### src/rtl/oflow_score_board_pkg.sv
// Shared types and constants for the score-board responder.
//   state_t     : responder FSM states
//   SCORE_ONES  : "no candidate yet" score value
//   wr_entry_t  : one score-board write {row, col, id, score, match}
//   make_entry  : builds a wr_entry_t from its fields
package oflow_score_board_pkg;

  localparam int PE_NUM    = 8;
  localparam int ROW_LEN   = 4;
  localparam int ID_LEN    = 12;
  localparam int SCORE_LEN = 16;
  localparam int FRAME_W   = 16;
  localparam int COL_W     = $clog2(PE_NUM);

  localparam logic [SCORE_LEN-1:0] SCORE_THRESH = 16'h0400;
  localparam logic [SCORE_LEN-1:0] SCORE_ONES   = '1;

  typedef enum logic [2:0] {
    IDLE,
    FIRST,
    COLLECT,
    WRITE,
    DONE
  } state_t;

  typedef struct packed {
    logic [ROW_LEN-1:0]   row;
    logic [COL_W-1:0]     col;
    logic [ID_LEN-1:0]    id;
    logic [SCORE_LEN-1:0] score;
    logic                 match;
  } wr_entry_t;

  function automatic wr_entry_t make_entry(
    input logic [ROW_LEN-1:0]   row,
    input logic [COL_W-1:0]     col,
    input logic [ID_LEN-1:0]    id,
    input logic [SCORE_LEN-1:0] score,
    input logic                 match
  );
    wr_entry_t e;
    e.row   = row;
    e.col   = col;
    e.id    = id;
    e.score = score;
    e.match = match;
    return e;
  endfunction

endpackage

### src/rtl/oflow_score_min_tracker.sv
// Running minimum of candidate scores for one PE.
// Ports:
//   clk, reset     : clock, synchronous active-high reset
//   clear          : return best to (all-ones, id 0) on the next edge
//   upd            : a candidate is handshaken this cycle
//   cand_score/id  : the candidate
//   fin_score/id   : best including this cycle's candidate (bypass), so the
//                    last candidate of a PE is already reflected in the write
module oflow_score_min_tracker
  import oflow_score_board_pkg::*;
(
  input  logic                 clk,
  input  logic                 reset,
  input  logic                 clear,
  input  logic                 upd,
  input  logic [SCORE_LEN-1:0] cand_score,
  input  logic [ID_LEN-1:0]    cand_id,
  output logic [SCORE_LEN-1:0] fin_score,
  output logic [ID_LEN-1:0]    fin_id
);

  logic [SCORE_LEN-1:0] best_score;
  logic [ID_LEN-1:0]    best_id;
  logic                 take;

  // Strict compare: on a tie the earlier candidate is kept.
  assign take      = upd && (cand_score < best_score);
  assign fin_score = take ? cand_score : best_score;
  assign fin_id    = take ? cand_id    : best_id;

  always_ff @(posedge clk) begin
    if (reset || clear) begin
      best_score <= SCORE_ONES;
      best_id    <= '0;
    end else if (take) begin
      best_score <= cand_score;
      best_id    <= cand_id;
    end
  end

endmodule

### src/rtl/oflow_score_board_resp.sv
// Responder end of the registration-to-score-board handshake.
// On start, frame 0 writes sequential new IDs to every PE column of the
// selected row; later frames consume the serial candidate stream and write
// the minimum-score candidate per PE (or a no-match entry above threshold).
// Ports:
//   clk, reset                      : clock, synchronous active-high reset
//   start_score_board               : one-cycle request (ignored unless idle)
//   frame_num, row_sel_by_set,
//   id_first_frame                  : request fields, sampled only at start
//   cand_valid/ready/score/id/last  : candidate stream from score calc
//   sb_wr_*                         : registered score-board write port
//   done_score_board                : one-cycle completion pulse
//   busy                            : high from cycle after start to done
module oflow_score_board_resp
  import oflow_score_board_pkg::*;
(
  input  logic                 clk,
  input  logic                 reset,
  input  logic                 start_score_board,
  input  logic [FRAME_W-1:0]   frame_num,
  input  logic [ROW_LEN-1:0]   row_sel_by_set,
  input  logic [ID_LEN-1:0]    id_first_frame,
  input  logic                 cand_valid,
  output logic                 cand_ready,
  input  logic [SCORE_LEN-1:0] cand_score,
  input  logic [ID_LEN-1:0]    cand_id,
  input  logic                 cand_last,
  output logic                 sb_wr_en,
  output logic [ROW_LEN-1:0]   sb_wr_row,
  output logic [COL_W-1:0]     sb_wr_col,
  output logic [ID_LEN-1:0]    sb_wr_id,
  output logic [SCORE_LEN-1:0] sb_wr_score,
  output logic                 sb_wr_match,
  output logic                 done_score_board,
  output logic                 busy
);

  localparam logic [COL_W-1:0] LAST_COL = COL_W'(PE_NUM - 1);

  state_t               state;
  logic [ROW_LEN-1:0]   row_q;
  logic [ID_LEN-1:0]    id_base_q;
  logic [COL_W-1:0]     pe_cnt;
  logic [COL_W-1:0]     next_col;
  wr_entry_t            wr_q;
  logic                 hs;
  logic                 match_now;
  logic [SCORE_LEN-1:0] fin_score;
  logic [ID_LEN-1:0]    fin_id;

  assign hs        = cand_valid && cand_ready;
  assign next_col  = pe_cnt + 1'b1;
  assign match_now = (fin_score <= SCORE_THRESH);

  // Best is held only while collecting; any other state leaves it cleared
  // so each PE starts from (all-ones, id 0).
  oflow_score_min_tracker u_min (
    .clk        (clk),
    .reset      (reset),
    .clear      (state != COLLECT),
    .upd        (hs),
    .cand_score (cand_score),
    .cand_id    (cand_id),
    .fin_score  (fin_score),
    .fin_id     (fin_id)
  );

  assign sb_wr_row   = wr_q.row;
  assign sb_wr_col   = wr_q.col;
  assign sb_wr_id    = wr_q.id;
  assign sb_wr_score = wr_q.score;
  assign sb_wr_match = wr_q.match;

  // Outputs are registered for the state being entered, so the write for a
  // FIRST/WRITE cycle is loaded on the edge that enters that cycle.
  always_ff @(posedge clk) begin
    if (reset) begin
      state            <= IDLE;
      row_q            <= '0;
      id_base_q        <= '0;
      pe_cnt           <= '0;
      wr_q             <= '0;
      sb_wr_en         <= 1'b0;
      cand_ready       <= 1'b0;
      done_score_board <= 1'b0;
      busy             <= 1'b0;
    end else begin
      wr_q             <= '0;
      sb_wr_en         <= 1'b0;
      done_score_board <= 1'b0;
      case (state)
        IDLE: begin
          if (start_score_board) begin
            row_q     <= row_sel_by_set;
            id_base_q <= id_first_frame;
            pe_cnt    <= '0;
            busy      <= 1'b1;
            if (frame_num == '0) begin
              state    <= FIRST;
              sb_wr_en <= 1'b1;
              wr_q     <= make_entry(row_sel_by_set, '0, id_first_frame, '0, 1'b1);
            end else begin
              state      <= COLLECT;
              cand_ready <= 1'b1;
            end
          end
        end
        FIRST: begin
          if (pe_cnt == LAST_COL) begin
            state            <= DONE;
            done_score_board <= 1'b1;
          end else begin
            pe_cnt   <= next_col;
            sb_wr_en <= 1'b1;
            wr_q     <= make_entry(row_q, next_col, id_base_q + ID_LEN'(next_col),
                                   '0, 1'b1);
          end
        end
        COLLECT: begin
          if (hs && cand_last) begin
            state      <= WRITE;
            cand_ready <= 1'b0;
            sb_wr_en   <= 1'b1;
            wr_q       <= make_entry(row_q, pe_cnt, match_now ? fin_id : '0,
                                     fin_score, match_now);
          end
        end
        WRITE: begin
          if (pe_cnt == LAST_COL) begin
            state            <= DONE;
            done_score_board <= 1'b1;
          end else begin
            pe_cnt     <= next_col;
            state      <= COLLECT;
            cand_ready <= 1'b1;
          end
        end
        DONE: begin
          state  <= IDLE;
          busy   <= 1'b0;
          pe_cnt <= '0;
        end
        default: begin
          state      <= IDLE;
          busy       <= 1'b0;
          cand_ready <= 1'b0;
          pe_cnt     <= '0;
        end
      endcase
    end
  end

endmodule

### config.mk
export PLATFORM = sky130hd
export DESIGN_NAME = oflow_score_board_resp
export DESIGN_NICKNAME = d
export VERILOG_FILES = /design/src/rtl/oflow_score_board_pkg.sv /design/src/rtl/oflow_score_min_tracker.sv /design/src/rtl/oflow_score_board_resp.sv
export SDC_FILE = /design/constraint.sdc
export NUM_CORES = 1
export LEC_CHECK = 0
export CORE_MARGIN = 5
export CORE_UTILIZATION = 31
export CTS_BUF_LIST = sky130_fd_sc_hd__clkbuf_4 sky130_fd_sc_hd__clkbuf_8
export DETAILED_ROUTE_END_ITERATION = 8
export PLACE_DENSITY = 0.58
export SKIP_CTS_REPAIR_TIMING = 1
export SLEW_MARGIN = 20
export SYNTH_ARGS = -nofsm -noshare
export SYNTH_HDL_FRONTEND = slang
export SYNTH_SLANG_ARGS = --single-unit
### constraint.sdc
create_clock -name clk -period 2.09 [get_ports clk]
set_input_delay 0.418 -clock clk [delete_from_list [all_inputs] [get_ports clk]]
set_output_delay 0.418 -clock clk [all_outputs]
set_load 0.02 [all_outputs]
==> results.toml, run 1 <==
[synth]
syn_avg_cell_area_um2 = 9.15
synth_seq_cells = 90
synth.cell_area_um2 = 4190
async_flop_share_pct = 0
synth-edff-count = 0
synth_cell_types = 50
yosys_most_used_dff = "dfxtp_1"
synthCells = 458
seq_area_frac_synth_pct = 43.0
yosys_warnings = 0
syn_nets = 544

[timing]
fmax_mhz = 463
worstMarginPinSlew_ns = 0.498
setup_viol = 31
hold_viol_final = 0
setup_tns_ns = -0.949
worst_clock_skew_ns = 0.0140
slew-limit-headroom_pct = 66.8
fin_crit_ns = 2.16
drv_slew = 0
finalWorstSetupSlack_ns = -0.0681
period_share_pct = 103
rsz0062_at_grt = "true"

[global_routing]
grt_overflow = 0
antenna_found_initial = 0
grt_pass1_vias = 3682
globalRouteTotalUtil_pct = 14.8
grt_max_degree = 27
grt_first_pass_wirelength_um = 18700

[clock_tree]
h-tree-depth = 3
cts.sinks = 90
cts_tree = "built"
numCtsBuffers = 9
insertion_delay_ns = 0.39
root_buffer = "clkbuf_8"
clk_transition_reported_paths_ns = 0.09
clk_path_buf_depth = 2

[critical_path]
cp-startpoint = "cand_score[3]"
arrival_ns = 2.43
end_kind = "register"
r2r.worst_path.cells = 10
ff2ff_setup_slack_ns = -0.06
start_kind = "input pin"
r2r_end = "u_min.best_score[15]$_SDFF_PP1_"
worstPathMaxFanout = 8
required_ns = 2.36
crit_end = "u_min.best_score[15]$_SDFF_PP1_"
critPathKind = "in -> reg"
r2r_start = "u_min.best_score[14]$_SDFF_PP1_"

[detailed_routing]
routed_wl_um = 12600
vias = 3847
drtIter0Drc = 167
drc = 0
drtPass1Iterations = 4
vias_per_cell = 4.89
wl_per_cell_um = 16.0
final_antenna_net_count = 0

[layout]
final_cells = 786
final_util_pct = 49.0
area_delta_synth_final_pct = 54.9
drive_gt1_share_pct = 24.8
num-nets-final = 691
fill_cells = 1225
multi_input_area_um2 = 2500
diodes = 0
final_cell_mix = "clkdlybuf4s50_1 (94), dfxtp_1 (82), nand2_1 (69)"
layout_commonest_cell = "clkdlybuf4s50_1"
seqCellArea_um2 = 1810

[floorplan]
dieHeight_um = 126
fp.dieW_um = 126
ios = 105
die_area_um2 = 15900
start_util_pct = 31.6
rows = 42
core_area_um2 = 13200

[placed_design]
hpwl_um = 8810
numPlacedInstances = 765
dp_slack_ns = -0.591
numPortBuffers = 104
place.gp.congestion = 0.808

[outcome]
status = "finished with violations"
violations = "negative setup slack"

[run]
maxCapViolCount = 0

[min_path]
hp-class = "in -> reg"

[pwr]
p_leak_nw = 2.66
vdd_drop_max_v = 0.000254
cellPowerDensity_nw_per_um2 = 562
## cell families after synthesis
logic type	count (synthesis)	synth area share, %
buf+inv	51	5.85
compound gates	81	15.4
mux	30	7.17
flops	90	43.0
simple gates	174	19.8
xor+xnor	11	2.30
fa+ha+maj	21	6.45
## area by class of cell
class,instances,area share (%)
Multi-Input combinational cell,317,38.5
Sequential cell,90,27.9
Timing Repair Buffer,166,25.5
Tap cell,176,3.39
Clock buffer,10,2.02
Clock inverter,6,1.41
Inverter,21,1.21
## power breakdown
part           internal (mW)  total (mW)  switching [mW]
registers               1.75        1.78          0.0299
logic                  0.285       0.520           0.236
clock network          0.688        1.35           0.663
## worst min-delay path by stage
stage                                startpoint                        endpoint  cells after the start
after floorplan           row_q[0]$_SDFFE_PP0P_           row_q[0]$_SDFFE_PP0P_                      2
after global placement    row_q[1]$_SDFFE_PP0P_           row_q[1]$_SDFFE_PP0P_                      2
after detailed placement  row_q[1]$_SDFFE_PP0P_           row_q[1]$_SDFFE_PP0P_                      2
after CTS                 row_q[1]$_SDFFE_PP0P_           row_q[1]$_SDFFE_PP0P_                      2
after global routing              cand_score[2]  u_min.best_score[2]$_SDFF_PP1_                      4
final                             cand_score[2]  u_min.best_score[2]$_SDFF_PP1_                      4
## synthesized netlist by cell type (2+ instances only)
cell type | instances | area share [%]
nand4_1 | 2 | 0.30
and2_1 | 2 | 0.30
nor4_1 | 8 | 1.2
a22oi_1 | 12 | 2.1
clkbuf_1 | 17 | 1.5
nand2b_1 | 4 | 0.60
o2111ai_1 | 3 | 0.63
and3_1 | 4 | 0.60
ha_1 | 20 | 6.0
o21ai_0 | 5 | 0.60
xnor2_1 | 8 | 1.7
nand2b_4 | 2 | 0.66
nor2_1 | 47 | 4.2
a21oi_1 | 28 | 3.3
o221ai_1 | 3 | 0.63
mux2i_1 | 30 | 7.2
nor4b_1 | 4 | 0.84
nand3_1 | 18 | 2.1
o21a_1 | 2 | 0.36
o221ai_2 | 9 | 3.2
a32oi_1 | 6 | 1.3
inv_1 | 21 | 1.9
nor3_1 | 5 | 0.60
xor2_1 | 3 | 0.63
nand2_1 | 69 | 6.2
a21o_1 | 2 | 0.36
buf_6 | 6 | 1.6
buf_2 | 7 | 0.84
dfxtp_1 | 90 | 43
## per-layer routing
layer  vias up  track usage (%)  wire, um
met5         -                0         0
met4         0             5.49       197
met3        14             3.98       574
met2        93             23.7      6150
met1      1841             19.1      5650
li1       1899                -         -
## state kept, by name (all words and copies together) (netlist names), 3 cells and up
name	flops
sb_wr_row	4
sb_wr_col	3
sb_wr_id	12
state	3
u_min.best_id	12
pe_cnt	3
sb_wr_score	16
id_base_q	12
u_min.best_score	16
row_q	4
## through the flow
step | power (mW) | hold WS, ns | cell area, um2
detailed placement | 2.27 | 0.452 | 5830
finish | 3.65 | 0.436 | 6490
global placement | 2.26 | 0.443 | 5830
CTS | 3.62 | 0.466 | 6050
global route | 3.80 | 0.454 | 6490
floorplan | 2.01 | 0.437 | 4220
## critical path, stage by stage
cell,delay [ns]
clkdlybuf4s50_1,0.47
ha_1,0.32
o21ai_1,0.08
nand2b_1,0.08
a311oi_2,0.29
o211ai_1,0.18
buf_6,0.20
buf_12,0.15
mux2i_4,0.16
nand2_1,0.08
Note: power is estimated with default switching activity, not from simulation.
==> run 2, diff against run 1 <==
PLACE_DENSITY = 0.57   (was 0.58)
SYNTH_HIERARCHICAL = 1   (was unset)
clock period = 1.85 ns   (was 2.09 ns; I/O delays follow)
==> run 2 against run 1 <==
Net effect: the flow still finishes with violations (negative setup slack); via count increased by 12%; clock-buffer cell count increased by 1; power increased by 11%; utilization increased by 0.61 points; critical path depth increased by 5; final area increased by 6.5%; area after synthesis increased by 5.2%; sequential power increased by 13%; sequential cell count unchanged; setup slack got worse by 1.2 ns; critical endpoint is now sb_wr_id[11]$_SDFF_PP0_.
==> results.toml, run 2 <==
[outcome]
status = "finished with violations"
violations = "negative setup slack"

[detailed_routing]
routed_wl_um = 13800
drtPass1Iterations = 4
vias_per_cell = 4.91
drtIter0Drc = 188
wl_per_cell_um = 15.8
drc = 0
vias = 4291
final_antenna_net_count = 0

[global_routing]
grt_first_pass_wirelength_um = 21600
globalRouteTotalUtil_pct = 16.4
grt_pass1_vias = 4385
grt_max_degree = 25
grt_overflow = 0
antenna_found_initial = 0

[synth]
synthCells = 507
synth-edff-count = 0
synth_cell_types = 58
synthTopCellsByArea = "dfxtp_1 (41%), nand2_1 (7.7%), ha_1 (5.7%), nand3_1 (4.9%), a21oi_1 (3.6%)"
synth_area_leader_cell = "dfxtp_1"
synth.most_common_cell = "nand2_1"
syn_avg_cell_area_um2 = 8.70
syn_nets = 593
yosys_warnings = 6
seq_area_frac_synth_pct = 40.9
synth_seq_cells = 90
ys_top_cells_by_count = "nand2_1 (91), dfxtp_1 (90), nand3_1 (43), nor2_1 (33), a21oi_1 (32)"
async_flop_share_pct = 0
yosys_most_used_dff = "dfxtp_1"
netlist.area_leader.share_pct = 40.9
synth.cell_area_um2 = 4410

[critical_path]
cp-startpoint = "cand_score[7]"
crit_top_cell = "buf_6"
critPathBufInv = 4
required_ns = 2.18
r2r_end = "sb_wr_id[11]$_SDFF_PP0_"
r2r_start = "u_min/best_score[11]$_SDFF_PP1_"
slowest_delay_ns = 0.50
r2r.worst_path.cells = 15
crit_end = "sb_wr_id[11]$_SDFF_PP0_"
start_kind = "input pin"
critPathKind = "in -> reg"
cp.depth = 15
end_kind = "register"
arrival_ns = 3.48
cp_slowest_cell = "clkdlybuf4s50_1"
crit_family = "simple AND/OR/NAND/NOR gates"
ff2ff_setup_slack_ns = -1.25
cp_cell_sequence = "clkdlybuf4s50_1 -> ha_4 -> nand4_1 -> or3_4 -> o32a_1 -> buf_6 -> buf_6 -> nand3_4 -> nand2_2 -> or4_4 -> nor2_4 -> and3b_1 -> buf_6 -> a2bb2o_4 -> a21o_1"
worstPathMaxFanout = 8

[layout]
area_delta_synth_final_pct = 56.8
fill_cells = 1315
num-nets-final = 775
layout_commonest_cell = "clkdlybuf4s50_1"
diodes = 0
final_cells = 874
drive_gt1_share_pct = 29.4
final_cell_mix = "clkdlybuf4s50_1 (97), dfxtp_1 (87), buf_4 (78)"

[floorplan]
core_area_um2 = 13900
ios = 105
start_util_pct = 31.6
dieHeight_um = 129
die_area_um2 = 16700
fp.dieW_um = 129
rows = 43

[clock_tree]
root_buffer = "clkbuf_8"
clk_path_buf_depth = 2
clk_transition_reported_paths_ns = 0.09
cts.sinks = 90
cts_tree = "built"
insertion_delay_ns = 0.38
h-tree-depth = 3
numCtsBuffers = 9

[placed_design]
hpwl_um = 10500
place.gp.congestion = 0.871
numPortBuffers = 104
numPlacedInstances = 852

[timing]
drv_slew = 0
setup_viol = 57
finalWorstSetupSlack_ns = -1.30
worstMarginPinSlew_ns = 0.468
fmax_mhz = 318
whs_ns = 0.372
fin_crit_ns = 3.15
slew-limit-headroom_pct = 68.4
rsz0062_at_grt = "true"
period_share_pct = 170
worst_clock_skew_ns = 0.0137
hold_viol_final = 0

[pwr]
power_frac_seq_pct = 49.5
vdd_drop_max_v = 0.000290
cellPowerDensity_nw_per_um2 = 587
p_sw_mw = 1.12
power_mw = 4.06
p_leak_nw = 2.88
clkPwrFrac_pct = 32.3
switching_share_pct = 27.5
internal-power_mw = 2.94
combPwrFrac_pct = 18.2

[min_path]
holdCritStartpoint = "cand_score[15]"
hp-class = "in -> reg"
hold_depth = 3

[run]
maxCapViolCount = 0
==> run 2: cell types whose count changed after synthesis, moves of 4 or more <==
cell,change
a22oi_1,-11
mux2_4,+8
and2_1,+13
mux2i_1,-17
o21ai_0,+14
nor2_1,-14
o221ai_2,-9
a21oi_1,+4
nand3_1,+25
nand2_1,+22
nand4_1,+5
mux2_2,+4
==> run 2: worst min-delay path by stage <==
stage                                           end  slack, ns
floorplan               u_min/best_id[0]$_SDFF_PP0_       0.43
global placement       u_min/best_id[11]$_SDFF_PP0_       0.44
detailed placement            row_q[3]$_SDFFE_PP0P_       0.45
CTS                           row_q[3]$_SDFFE_PP0P_       0.47
global route        u_min/best_score[15]$_SDFF_PP1_       0.38
finish              u_min/best_score[15]$_SDFF_PP1_       0.37
==> run 2: through the flow <==
stage | TNS [ns] | util, % | cell area [um2] | worst slack (ns)
finish | -37.33 | 49.6 | 6910 | -1.30
detailed placement | -63.18 | 45.7 | 6360 | -1.81
global route | -41.53 | 49.6 | 6910 | -1.40
CTS | -39.73 | 47.0 | 6560 | -1.43
global placement | -60.49 | 45.7 | 6360 | -1.76
floorplan | -17.74 | - | 4550 | -1.04
==> run 2: logic make-up after synthesis <==
family	count (synthesis)	share of synthesized area, %
AOI/OAI and AO/OA	85	13.3
xor gates and xnor gates	11	2.18
adders and majority gates	21	6.13
buffers and inverters	48	5.48
DFF	90	40.9
muxes	25	6.70
and+or+nand+nor	227	25.4
==> run 2: worst reg2reg max path, cell delays in order, from the launching register on <==
cell and delay, ns:
dfxtp_1 0.34, inv_1 0.07, ha_4 0.26, nand4_1 0.15, or3_4 0.44, o32a_1 0.38
buf_6 0.15, buf_6 0.12, nand3_4 0.08, nand2_2 0.05, or4_4 0.43, nor2_4 0.10
and3b_1 0.17, buf_6 0.14, a2bb2o_4 0.12, a21o_1 0.07
==> run 2: cell type report <==
type / count / area, um2 / share of cell area, %
repair buffers: 199 / 1860 / 27.0
clock buffers: 11 / 151 / 2.19
multi-input cells: 369 / 2750 / 39.8
inverters: 20 / 75.1 / 1.09
well taps: 180 / 225 / 3.26
clock inverters: 5 / 38.8 / 0.561
flip-flops and latches: 90 / 1810 / 26.1
==> run 2: per-layer routing <==
layer / track usage, % / share of wire, % / vias up
li1: - / - / 2137
met1: 21.3 / 44 / 2004
met2: 26.2 / 47 / 110
met3: 3.01 / 5.1 / 40
met4: 8.34 / 4.1 / 0
met5: 0 / 0 / -
==> run 2: power groups by stage <==
stage | registers (mW) | logic (mW) | clock network [mW]
floorplan | 2.05 | 0.300 | 0
global placement | 2.05 | 0.673 | 0
detailed placement | 2.05 | 0.684 | 0
CTS | 2.01 | 0.687 | 1.35
global route | 2.01 | 0.805 | 1.43
finish | 2.01 | 0.739 | 1.31
==> run 3, diff against run 2 <==
CTS_CLUSTER_DIAMETER = 200   (was unset)
==> results of run 3 <==
Same layout as run 2: the final DEF is identical, and so are final timing and power.
